==> config.mk <==
export PLATFORM = sky130hd
export DESIGN_NAME = ext_unit_pipe
export DESIGN_NICKNAME = d
export VERILOG_FILES = /design/src/rtl/ext_unit_pipe.sv
export SDC_FILE = /design/constraint.sdc
export NUM_CORES = 1
export LEC_CHECK = 0
export CAP_MARGIN = 30
export CORE_ASPECT_RATIO = 2
export CORE_MARGIN = 2
export CORE_UTILIZATION = 35
export DETAILED_ROUTE_END_ITERATION = 10
export PLACE_DENSITY = 0.8
export SLEW_MARGIN = 0
export SYNTH_ARGS = -nofsm -noshare
export SYNTH_HDL_FRONTEND = slang
export SYNTH_SLANG_ARGS = --single-unit
==> constraint.sdc <==
create_clock -name clk -period 3.1 [get_ports clk]
set_input_delay 0.93 -clock clk [delete_from_list [all_inputs] [get_ports clk]]
set_output_delay 0.93 -clock clk [all_outputs]
set_load 0.1 [all_outputs]
==> src/rtl/ext_unit_pipe.sv <==
//------------------------------------------------------------------------------
// ext_unit_pipe: pipelined immediate / load-lane extender. Optional macro
// EXT_ALIGN_CHK_EN adds a misalign output.                       Revision: 1.0
//------------------------------------------------------------------------------
`default_nettype none

module ext_unit_pipe #(
  parameter int IN_W       = 16,
  parameter int OUT_W      = 32,
  parameter int PIPE_DEPTH = 1
) (
  input  logic               clk,
  input  logic               reset,
  input  logic               in_valid,
  input  logic [2:0]         op,
  input  logic [IN_W-1:0]    imm,
  input  logic [OUT_W-1:0]   data,
  input  logic [1:0]         byte_off,
  input  logic               stall,
  input  logic               flush,
  output logic               out_valid,
  output logic [OUT_W-1:0]   out_data
`ifdef EXT_ALIGN_CHK_EN
  ,
  output logic               misalign
`endif
);

  localparam logic [2:0] OP_ZERO = 3'd0;
  localparam logic [2:0] OP_SIGN = 3'd1;
  localparam logic [2:0] OP_LUI  = 3'd2;
  localparam logic [2:0] OP_SHL2 = 3'd3;
  localparam logic [2:0] OP_LB   = 3'd4;
  localparam logic [2:0] OP_LBU  = 3'd5;
  localparam logic [2:0] OP_LH   = 3'd6;
  localparam logic [2:0] OP_LHU  = 3'd7;

  generate
    if (PIPE_DEPTH < 1 || PIPE_DEPTH > 3) begin : g_bad_depth
      $error("ext_unit_pipe: PIPE_DEPTH must be in 1..3");
    end
    if (OUT_W < 32) begin : g_bad_out_w
      $error("ext_unit_pipe: OUT_W must be >= 32");
    end
    if (IN_W < 1 || IN_W > OUT_W) begin : g_bad_in_w
      $error("ext_unit_pipe: IN_W must be in 1..OUT_W");
    end
  endgenerate

  logic [OUT_W-1:0] sext;
  logic [OUT_W-1:0] zext;
  logic [OUT_W-1:0] lui;
  logic [7:0]       ld_byte;
  logic [15:0]      ld_half;
  logic [OUT_W-1:0] ext_result;

  always_comb begin
    sext = {OUT_W{imm[IN_W-1]}};
    sext[IN_W-1:0] = imm;
    zext = '0;
    zext[IN_W-1:0] = imm;
    lui = '0;
    lui[OUT_W-1 -: IN_W] = imm;

    case (byte_off)
      2'd0:    ld_byte = data[7:0];
      2'd1:    ld_byte = data[15:8];
      2'd2:    ld_byte = data[23:16];
      default: ld_byte = data[31:24];
    endcase
    ld_half = byte_off[1] ? data[31:16] : data[15:0];

    ext_result = '0;
    case (op)
      OP_ZERO: ext_result = zext;
      OP_SIGN: ext_result = sext;
      OP_LUI:  ext_result = lui;
      OP_SHL2: ext_result = sext << 2;
      OP_LB: begin
        ext_result = {OUT_W{ld_byte[7]}};
        ext_result[7:0] = ld_byte;
      end
      OP_LBU:  ext_result[7:0] = ld_byte;
      OP_LH: begin
        ext_result = {OUT_W{ld_half[15]}};
        ext_result[15:0] = ld_half;
      end
      OP_LHU:  ext_result[15:0] = ld_half;
      default: ext_result = '0;
    endcase
  end

  logic [PIPE_DEPTH-1:0] vld;
  logic [OUT_W-1:0]      dat [PIPE_DEPTH];
`ifdef EXT_ALIGN_CHK_EN
  logic [PIPE_DEPTH-1:0] mis;
  logic                  ext_mis;

  // Flag only real entries so bubbles never report a misalignment.
  assign ext_mis = in_valid && (op == OP_LH || op == OP_LHU) && byte_off[0];
`endif

  always_ff @(posedge clk) begin
    if (reset) begin
      vld <= '0;
      for (int k = 0; k < PIPE_DEPTH; k++) dat[k] <= '0;
`ifdef EXT_ALIGN_CHK_EN
      mis <= '0;
`endif
    end else if (flush) begin
      // Data registers keep their contents; only the valid bits are killed.
      vld <= '0;
`ifdef EXT_ALIGN_CHK_EN
      mis <= '0;
`endif
    end else if (!stall) begin
      for (int k = PIPE_DEPTH-1; k > 0; k--) begin
        vld[k] <= vld[k-1];
        dat[k] <= dat[k-1];
`ifdef EXT_ALIGN_CHK_EN
        mis[k] <= mis[k-1];
`endif
      end
      vld[0] <= in_valid;
      dat[0] <= ext_result;
`ifdef EXT_ALIGN_CHK_EN
      mis[0] <= ext_mis;
`endif
    end
  end

  assign out_valid = vld[PIPE_DEPTH-1];
  assign out_data  = dat[PIPE_DEPTH-1];
`ifdef EXT_ALIGN_CHK_EN
  assign misalign  = mis[PIPE_DEPTH-1];
`endif

endmodule

`default_nettype wire
==> impl_results.rst, run 1 <==
.. list-table::
   :header-rows: 1

   * - Metric
     - Value
   * - Sequential share of power
     - 34.9%
   * - Setup repair after global routing missed its margin
     - no
   * - Wirelength per Cell
     - 17.6 um
   * - Mean number of vias per cell
     - 5.64
   * - Least-Margin Pin Slew
     - 0.421 ns
   * - Number of placement rows
     - 39
   * - Worst setup path endpoint
     - dat[0][13]$_SDFFCE_PN0P_
   * - EDFF count, synth
     - 32
   * - Data arrival time of the critical path
     - 2.61 ns
   * - CTS Hold Buffers Added
     - 0
   * - Worst R2R Start
     - out_valid$_SDFFE_PP0N_
   * - Share of synthesized cell area in full adder, half adder and majority cells
     - 0%
   * - Post-route setup TNS
     - 0 ns
   * - Most frequent cells after synthesis
     - sky130_fd_sc_hd__edfxtp_1, sky130_fd_sc_hd__nand2_1, sky130_fd_sc_hd__a21oi_1
   * - Worst min path class
     - reg -> reg
   * - Switching power summed over all nets
     - 0.558 mW
   * - Number of distinct standard cells referenced by the synthesized netlist
     - 40
   * - Rel. slew slack
     - 71.8%
   * - Cell taking the most area after synthesis
     - sky130_fd_sc_hd__edfxtp_1
   * - Drt drc
     - 5
   * - Worst reg-to-reg path cell count
     - 2
   * - Launch point of the worst path
     - byte_off[1]
   * - Clk network pwr share
     - 29.5%
   * - Total count of max-transition violations in the final report
     - 0
   * - Type of the worst setup path
     - in -> reg
   * - Leading post-synthesis cells by cell area
     - sky130_fd_sc_hd__edfxtp_1, sky130_fd_sc_hd__mux2_1, sky130_fd_sc_hd__a21oi_1, sky130_fd_sc_hd__a21oi_2, sky130_fd_sc_hd__nand2_1
   * - Number of antenna violations at the first check in global routing
     - 0
   * - Highest clock frequency the design can meet
     - 0.387 GHz
   * - Logic gate share of total power
     - 35.6%
   * - FF-to-FF End
     - out_valid$_SDFFE_PP0N_
   * - GR Util All Layers
     - 19.5%
   * - Clock period minus final worst setup slack
     - 2.59 ns
   * - Die extent in x
     - 58.7 um
   * - Synthesized-area fraction occupied by and/or/nand/nor cells
     - 12.1%
   * - Synth warn
     - 0
   * - Violated checks
     - DRC
   * - Post-synthesis cell count
     - 196
   * - Top FF cell, synth
     - sky130_fd_sc_hd__edfxtp_1
   * - I/O pin count
     - 91
   * - Post CTS Setup Buffer Count
     - 0
   * - Number of search-and-repair iterations in the first detailed-routing pass
     - 7
   * - Share of the yosys chip area belonging to registers
     - 46.8%
   * - CP required
     - 3.12 ns
   * - Drt initial violations
     - 56
   * - Share of the synthesized area in the top cell type
     - 45.9%
   * - Layout overhead on the synthesized area
     - 50.1%
   * - Largest voltage drop on the vdd net
     - 0.000204 V
   * - Net switching share of the total power
     - 36.1%
   * - Static Leak
     - 1.18 nW
   * - Crit path launch type
     - input port
   * - CTS tree
     - yes
   * - Ant. Diodes
     - 0
   * - Die footprint
     - 6660 sq um
   * - Post-synth design cell area
     - 2100 sq um
   * - Peak fanout along the critical path
     - 21
   * - Worst-case clock buffer depth
     - 2
   * - Area fraction in compound gates after synthesis
     - 24.5%
   * - Multi-input gate area
     - 1020 sq um
   * - Hold Slack
     - 0.563 ns
   * - Via total after detailed routing
     - 1975
   * - Clock slew at the register clock pins of the worst setup and hold paths
     - 0.05 ns
   * - Vertical die dimension
     - 113 um
   * - Capturing element type of the critical path
     - flop
   * - Number of setup violations in the final report
     - 0
   * - Resized cells post-CTS
     - 0
   * - Share of the synthesized netlist area taken by xor and xnor gates
     - 0%
   * - Sequential cell area in the final layout
     - 981 sq um
   * - Final critical-path share of the clock period
     - 83.4%
   * - Final hold violations
     - 0
   * - Maximum number of pins on one net before global-route repair
     - 33
   * - Clk Tree Root Cell
     - sky130_fd_sc_hd__clkbuf_16
   * - Max-cap violation count
     - 0
   * - Net count reported at finish
     - 347
   * - Syn_nets
     - 254
   * - Number of nets with antenna violations after detailed routing
     - 0
   * - Sum of routed wire length over all layers
     - 6.17 mm
   * - Clock skew
     - 0 ns
   * - FFs w/ async S/R, synth
     - 0%
   * - Effective utilization at floorplan
     - 36.4%
   * - Depth of the CTS H-tree
     - 2
   * - Core Footprint
     - 5760 sq um
   * - Fraction of layout instances using a drive strength above 1
     - 25.3%
   * - Int Power
     - 0.986 mW
   * - Power density over the cells
     - 491 nW/um^2
   * - Vias in the first global route
     - 2009
   * - Count leader, synth
     - sky130_fd_sc_hd__edfxtp_1
   * - Later-pin clock latency in the skew report
     - 0.28 ns
   * - CTS Sinks
     - 33
   * - First-pass GRT wire length
     - 9.61 mm
   * - Post-synthesis register bit count
     - 33
   * - Number of port buffers
     - 90
   * - Outcome
     - complete, but fails checks
   * - Mean cell area of the mapped netlist
     - 10.7 sq um
   * - Num CTS Buffers
     - 5
   * - Fill cell instance count of the final layout
     - 513
   * - Fraction of synthesized area in multiplexers
     - 11.9%
   * - Remaining global-route overflow
     - 0
   * - Reg-to-reg slack, setup
     - 2.47 ns
   * - Dominant combinational cell family by area after synthesis
     - compound AO/OA/AOI/OAI gates
   * - Detailed Place HPWL
     - 4.91 mm
   * - Final weighted congestion in routability-driven placement
     - 0.930
-- through the flow --
stage / total power [mW] / worst slack, ns / area [sq um] / std cells / util [%]
floorplan: 0.922 / 0.209 / 2100 / 196 / -
global placement: 1.09 / 0.285 / 3010 / 343 / 52.3
detailed placement: 1.10 / 0.242 / 3010 / 343 / 52.3
CTS: 1.55 / 0.525 / 3150 / 350 / 54.6
global route: 1.60 / 0.473 / 3150 / 350 / 54.6
finish: 1.54 / 0.513 / 3150 / 350 / 54.6
-- state kept, by name, indices dropped and copies added (netlist names) --
name,count
out_valid,1
dat,32
-- power groups by stage --
stage	Combinational, mW	Clock [mW]	Sequential (mW)
after global routing	0.571	0.484	0.540
final	0.549	0.456	0.539
after detailed placement	0.548	0	0.547
after floorplan	0.121	0	0.800
after CTS	0.549	0.461	0.539
after global placement	0.546	0	0.547
-- layout by cell type (no fill, tap or decap), types with 2 or more instances in the layout --
master and n:
sky130_fd_sc_hd__a211oi_1 8, sky130_fd_sc_hd__a21o_1 4, sky130_fd_sc_hd__a21oi_1 20, sky130_fd_sc_hd__a21oi_2 10, sky130_fd_sc_hd__a221oi_1 7, sky130_fd_sc_hd__a32o_1 2, sky130_fd_sc_hd__and3_1 4, sky130_fd_sc_hd__buf_4 45
sky130_fd_sc_hd__clkbuf_16 5, sky130_fd_sc_hd__clkdlybuf4s50_1 57, sky130_fd_sc_hd__edfxtp_1 32, sky130_fd_sc_hd__inv_2 2, sky130_fd_sc_hd__mux2_1 9, sky130_fd_sc_hd__mux2i_1 8, sky130_fd_sc_hd__mux4_2 3, sky130_fd_sc_hd__nand2_1 22
sky130_fd_sc_hd__nand3_1 2, sky130_fd_sc_hd__nor2_1 12, sky130_fd_sc_hd__nor2b_1 2, sky130_fd_sc_hd__nor3_1 4, sky130_fd_sc_hd__o21a_1 7, sky130_fd_sc_hd__o21ai_1 4
-- area by class of cell --
| cell class | count | share of cell area (%) |
|---|---|---|
| Clock buffer | 6 | 4.10 |
| Clock inverter | 1 | 0.119 |
| Inverter | 2 | 0.239 |
| Multi-Input combinational cell | 144 | 32.4 |
| Sequential cell | 33 | 31.2 |
| Tap cell | 61 | 2.43 |
| Timing Repair Buffer | 103 | 29.5 |
-- worst max-delay path: stages --
cell and delay, ns:
sky130_fd_sc_hd__clkdlybuf4s50_1 0.50, sky130_fd_sc_hd__buf_12 0.18, sky130_fd_sc_hd__mux2_1 0.41, sky130_fd_sc_hd__a221oi_1 0.36, sky130_fd_sc_hd__o21a_1 0.17, sky130_fd_sc_hd__nor2_1 0.04
-- how the worst min path moves through the flow --
| stage | endpoint | start | slack (ns) | depth (start not counted) |
|---|---|---|---|---|
| 3_5_place_dp | out_valid$_SDFFE_PP0N_ | out_valid$_SDFFE_PP0N_ | 0.56 | 2 |
| 4_1_cts | out_valid$_SDFFE_PP0N_ | out_valid$_SDFFE_PP0N_ | 0.56 | 2 |
| 6_report | out_valid$_SDFFE_PP0N_ | out_valid$_SDFFE_PP0N_ | 0.56 | 2 |
| 3_3_place_gp | out_valid$_SDFFE_PP0N_ | out_valid$_SDFFE_PP0N_ | 0.51 | 2 |
| 2_1_floorplan | out_valid$_SDFFE_PP0N_ | out_valid$_SDFFE_PP0N_ | 0.99 | 2 |
| 5_1_grt | out_valid$_SDFFE_PP0N_ | out_valid$_SDFFE_PP0N_ | 0.62 | 2 |
-- kinds of logic after synthesis --
| logic type | count (synthesis) |
|---|---|
| buf+inv | 19 |
| mux | 20 |
| simple gates | 53 |
| compound gates | 71 |
| flops | 33 |
-- per-layer routing --
metal	track usage (%)	routed length, um	vias up
met5	0	0	-
met4	14.1	337	0
li1	-	-	938
met3	2.49	293	20
met1	19.2	2020	929
met2	35.5	3520	88
No activity file was read; power rests on OpenSTA's default activity.
==> run 2: changes to the inputs <==
--- a/config.mk
+++ b/config.mk
@@ -10,7 +10,7 @@
 export CORE_MARGIN = 2
 export CORE_UTILIZATION = 35
 export DETAILED_ROUTE_END_ITERATION = 10
-export PLACE_DENSITY = 0.8
+export PLACE_DENSITY = 0.83
 export SLEW_MARGIN = 0
 export SYNTH_ARGS = -nofsm -noshare
 export SYNTH_HDL_FRONTEND = slang
==> constraint.sdc (replaced) <==
create_clock -name clk -period 2.3 [get_ports clk]
set_input_delay 0.69 -clock clk [delete_from_list [all_inputs] [get_ports clk]]
set_output_delay 0.69 -clock clk [all_outputs]
set_load 0.1 [all_outputs]
==> run 2 against run 1 <==
  * The run still ends with DRC left
  * Sequential share of layout area decreased by 2.4 points
  * Utilization increased by 4.5 points
  * Register-to-register slack got worse by 0.76 ns
  * Via count increased by 7.5%
  * Clock power increased by 64%
==> impl_results.rst, run 2 (synthesized netlist as in run 1, its figures left out) <==
.. list-table::
   :header-rows: 1

   * - Metric
     - Value
   * - Number of search-and-repair iterations in the first detailed-routing pass
     - 8 (+1)
   * - Setup repair after global routing missed its margin
     - no
   * - Worst hold endpoint
     - out_valid$_SDFFE_PP0N_
   * - Most common library cell in the layout ignoring fill and taps
     - sky130_fd_sc_hd__buf_4
   * - CTS Hold Buffers Added
     - 0 (unchanged)
   * - Data arrival time of the critical path
     - 2.21 ns (-0.40 ns)
   * - Num CTS Buffers
     - 5 (unchanged)
   * - Depth of the CTS H-tree
     - 2 (unchanged)
   * - Remaining global-route overflow
     - 0 (unchanged)
   * - Worst R2R Start
     - out_valid$_SDFFE_PP0N_
   * - CTS Sinks
     - 33 (unchanged)
   * - GR Util All Layers
     - 22.1% (+2.6 points)
   * - Crit path launch type
     - input port
   * - Flip-flop count of the largest register, all copies and words added
     - 32 (unchanged)
   * - Vertical die dimension
     - 113 um (unchanged)
   * - Violated checks
     - DRC
   * - Later-pin clock latency in the skew report
     - 0.28 ns (about the same)
   * - Via total after detailed routing
     - 2123 (+7.5%)
   * - I/O pin count
     - 91 (unchanged)
   * - Drt drc
     - 5 (unchanged)
   * - Number of setup violations in the final report
     - 0 (unchanged)
   * - Wirelength per Cell
     - 18.8 um (+6.4%)
   * - Post CTS Setup Buffer Count
     - 0 (unchanged)
   * - Outcome
     - complete, but fails checks
   * - Design area
     - 3400 sq um (+8.2%)
   * - First-pass GRT wire length
     - 10.7 mm (+12%)
   * - Mean number of vias per cell
     - 5.68 (+0.60%)
   * - CP required
     - 2.33 ns (-0.79 ns)
   * - Core Footprint
     - 5760 sq um (unchanged)
   * - Sum of routed wire length over all layers
     - 7.02 mm (+14%)
   * - Reg-to-reg slack, setup
     - 1.71 ns (-0.76 ns)
   * - Clock skew
     - 0 ns (unchanged)
   * - Number of port buffers
     - 90 (unchanged)
   * - Max-cap violation count
     - 0 (unchanged)
   * - Static Leak
     - 1.33 nW (+13%)
   * - Post-route insts no fill
     - 374 (+6.9%)
   * - Net count reported at finish
     - 370 (+6.6%)
   * - Leading cell types in the layout, fill and taps excluded
     - sky130_fd_sc_hd__buf_4, sky130_fd_sc_hd__clkdlybuf4s50_1, sky130_fd_sc_hd__edfxtp_1
   * - Clock slew at the register clock pins of the worst setup and hold paths
     - 0.05 ns (about the same)
   * - Register bank with the most flops
     - dat
   * - Drt initial violations
     - 59 (+5.4%)
   * - Number of placement rows
     - 39 (unchanged)
   * - Detailed Place HPWL
     - 5.63 mm (+15%)
   * - Maximum number of pins on one net before global-route repair
     - 33 (unchanged)
   * - Clock period minus final worst setup slack
     - 2.18 ns
   * - Layout overhead on the synthesized area
     - 62.3%
   * - Die extent in x
     - 58.7 um (unchanged)
   * - Vias in the first global route
     - 2176 (+8.3%)
   * - Highest clock frequency the design can meet
     - 0.459 GHz
   * - CTS tree
     - yes
   * - Rel. slew slack
     - 75.6% (+3.8 points)
   * - Final critical-path share of the clock period
     - 94.8%
   * - Ant. Diodes
     - 0 (unchanged)
   * - Worst min path class
     - reg -> reg
   * - Peak fanout along the critical path
     - 4 (-81%)
   * - Number of antenna violations at the first check in global routing
     - 0 (unchanged)
   * - Least-Margin Pin Slew
     - 0.366 ns (-0.0543 ns)
   * - Worst-case clock buffer depth
     - 2 (unchanged)
   * - Largest voltage drop on the vdd net
     - 0.000380 V (+86%)
   * - Final hold violations
     - 0 (unchanged)
   * - Fraction of layout instances using a drive strength above 1
     - 32.3% (+7.0 points)
   * - Worst Hold Launch
     - out_valid$_SDFFE_PP0N_
   * - Final weighted congestion in routability-driven placement
     - 0.945 (+1.6%)
   * - Count of cells along the worst hold path
     - 2 (unchanged)
   * - Clk Tree Root Cell
     - sky130_fd_sc_hd__clkbuf_16
   * - Total count of max-transition violations in the final report
     - 0 (unchanged)
   * - Type of the worst setup path
     - in -> reg
   * - Die footprint
     - 6660 sq um (unchanged)
   * - Fill cell instance count of the final layout
     - 499 (-2.7%)
   * - Number of nets with antenna violations after detailed routing
     - 0 (unchanged)
   * - Effective utilization at floorplan
     - 36.4% (unchanged)
   * - Cell count after placement
     - 366 (+6.7%)
   * - Worst reg-to-reg path cell count
     - 2 (unchanged)
   * - Power density over the cells
     - 666 nW/um^2 (+36%)
   * - FF-to-FF End
     - out_valid$_SDFFE_PP0N_
   * - Placed cell area
     - 3200 sq um (+6.1%)
   * - Capturing element type of the critical path
     - flop
==> run 2: critical path: stages <==
cell,delay [ns]
sky130_fd_sc_hd__clkdlybuf4s50_1,0.55
sky130_fd_sc_hd__nand2b_1,0.18
sky130_fd_sc_hd__mux4_2,0.52
sky130_fd_sc_hd__a32o_1,0.27
==> run 2: stage by stage <==
step	power (mW)	TNS, ns	hold slack, ns	setup WS, ns	utilization [%]
finish	2.27	0	0.527	0.120	59.1
global placement	1.51	-6.33	0.518	-0.291	55.5
global route	2.33	0	0.598	0.0178	59.1
detailed placement	1.52	-6.89	0.532	-0.305	55.5
floorplan	1.24	0	0.767	0.318	-
CTS	2.26	0	0.535	0.00661	58.4
==> run 2: area by class of cell <==
type                            instances  area, sq um  share of cell area [%]
Inverter                                2         7.51                   0.221
Timing Repair Buffer                  126         1130                    33.1
Clock inverter                          2         33.8                   0.993
Clock buffer                            6          129                    3.79
Sequential cell                        33          981                    28.8
Tap cell                               61         76.3                    2.24
Multi-Input combinational cell        144         1050                    30.8
==> run 2: how the worst max path moves through the flow <==
stage                 from                  endpoint  slack (ns)  depth (start not counted)
5_1_grt              op[1]  dat[0][11]$_SDFFCE_PN0P_        0.02                          7
4_1_cts        byte_off[1]   dat[0][9]$_SDFFCE_PN0P_       0.007                          6
6_report             op[1]   dat[0][0]$_SDFFCE_PN0P_        0.12                          4
3_3_place_gp   byte_off[1]  dat[0][11]$_SDFFCE_PN0P_       -0.29                          6
2_1_floorplan  byte_off[1]   dat[0][9]$_SDFFCE_PN0P_        0.32                          6
3_5_place_dp   byte_off[1]  dat[0][11]$_SDFFCE_PN0P_       -0.31                          6
==> run 2: metal layers <==
layer / vias up / track usage, % / wire [um]
met1: 1015 / 20.2 / 2140
met2: 92 / 42.5 / 4140
met5: - / 0 / 0
met3: 27 / 1.93 / 305
met4: 0 / 15.6 / 435
li1: 989 / - / -
==> run 2: power breakdown <==
group / switching [mW] / internal, mW
combinational: 0.531 / 0.262
clock: 0.240 / 0.507
sequential: 0.0169 / 0.710
total: 0.789 / 1.48
==> run 2: what timing repair did <==
action	CTS	global route
setup endpoints to repair	1	21
endpoints found under the hold margin	0	0
resized for setup	1	8
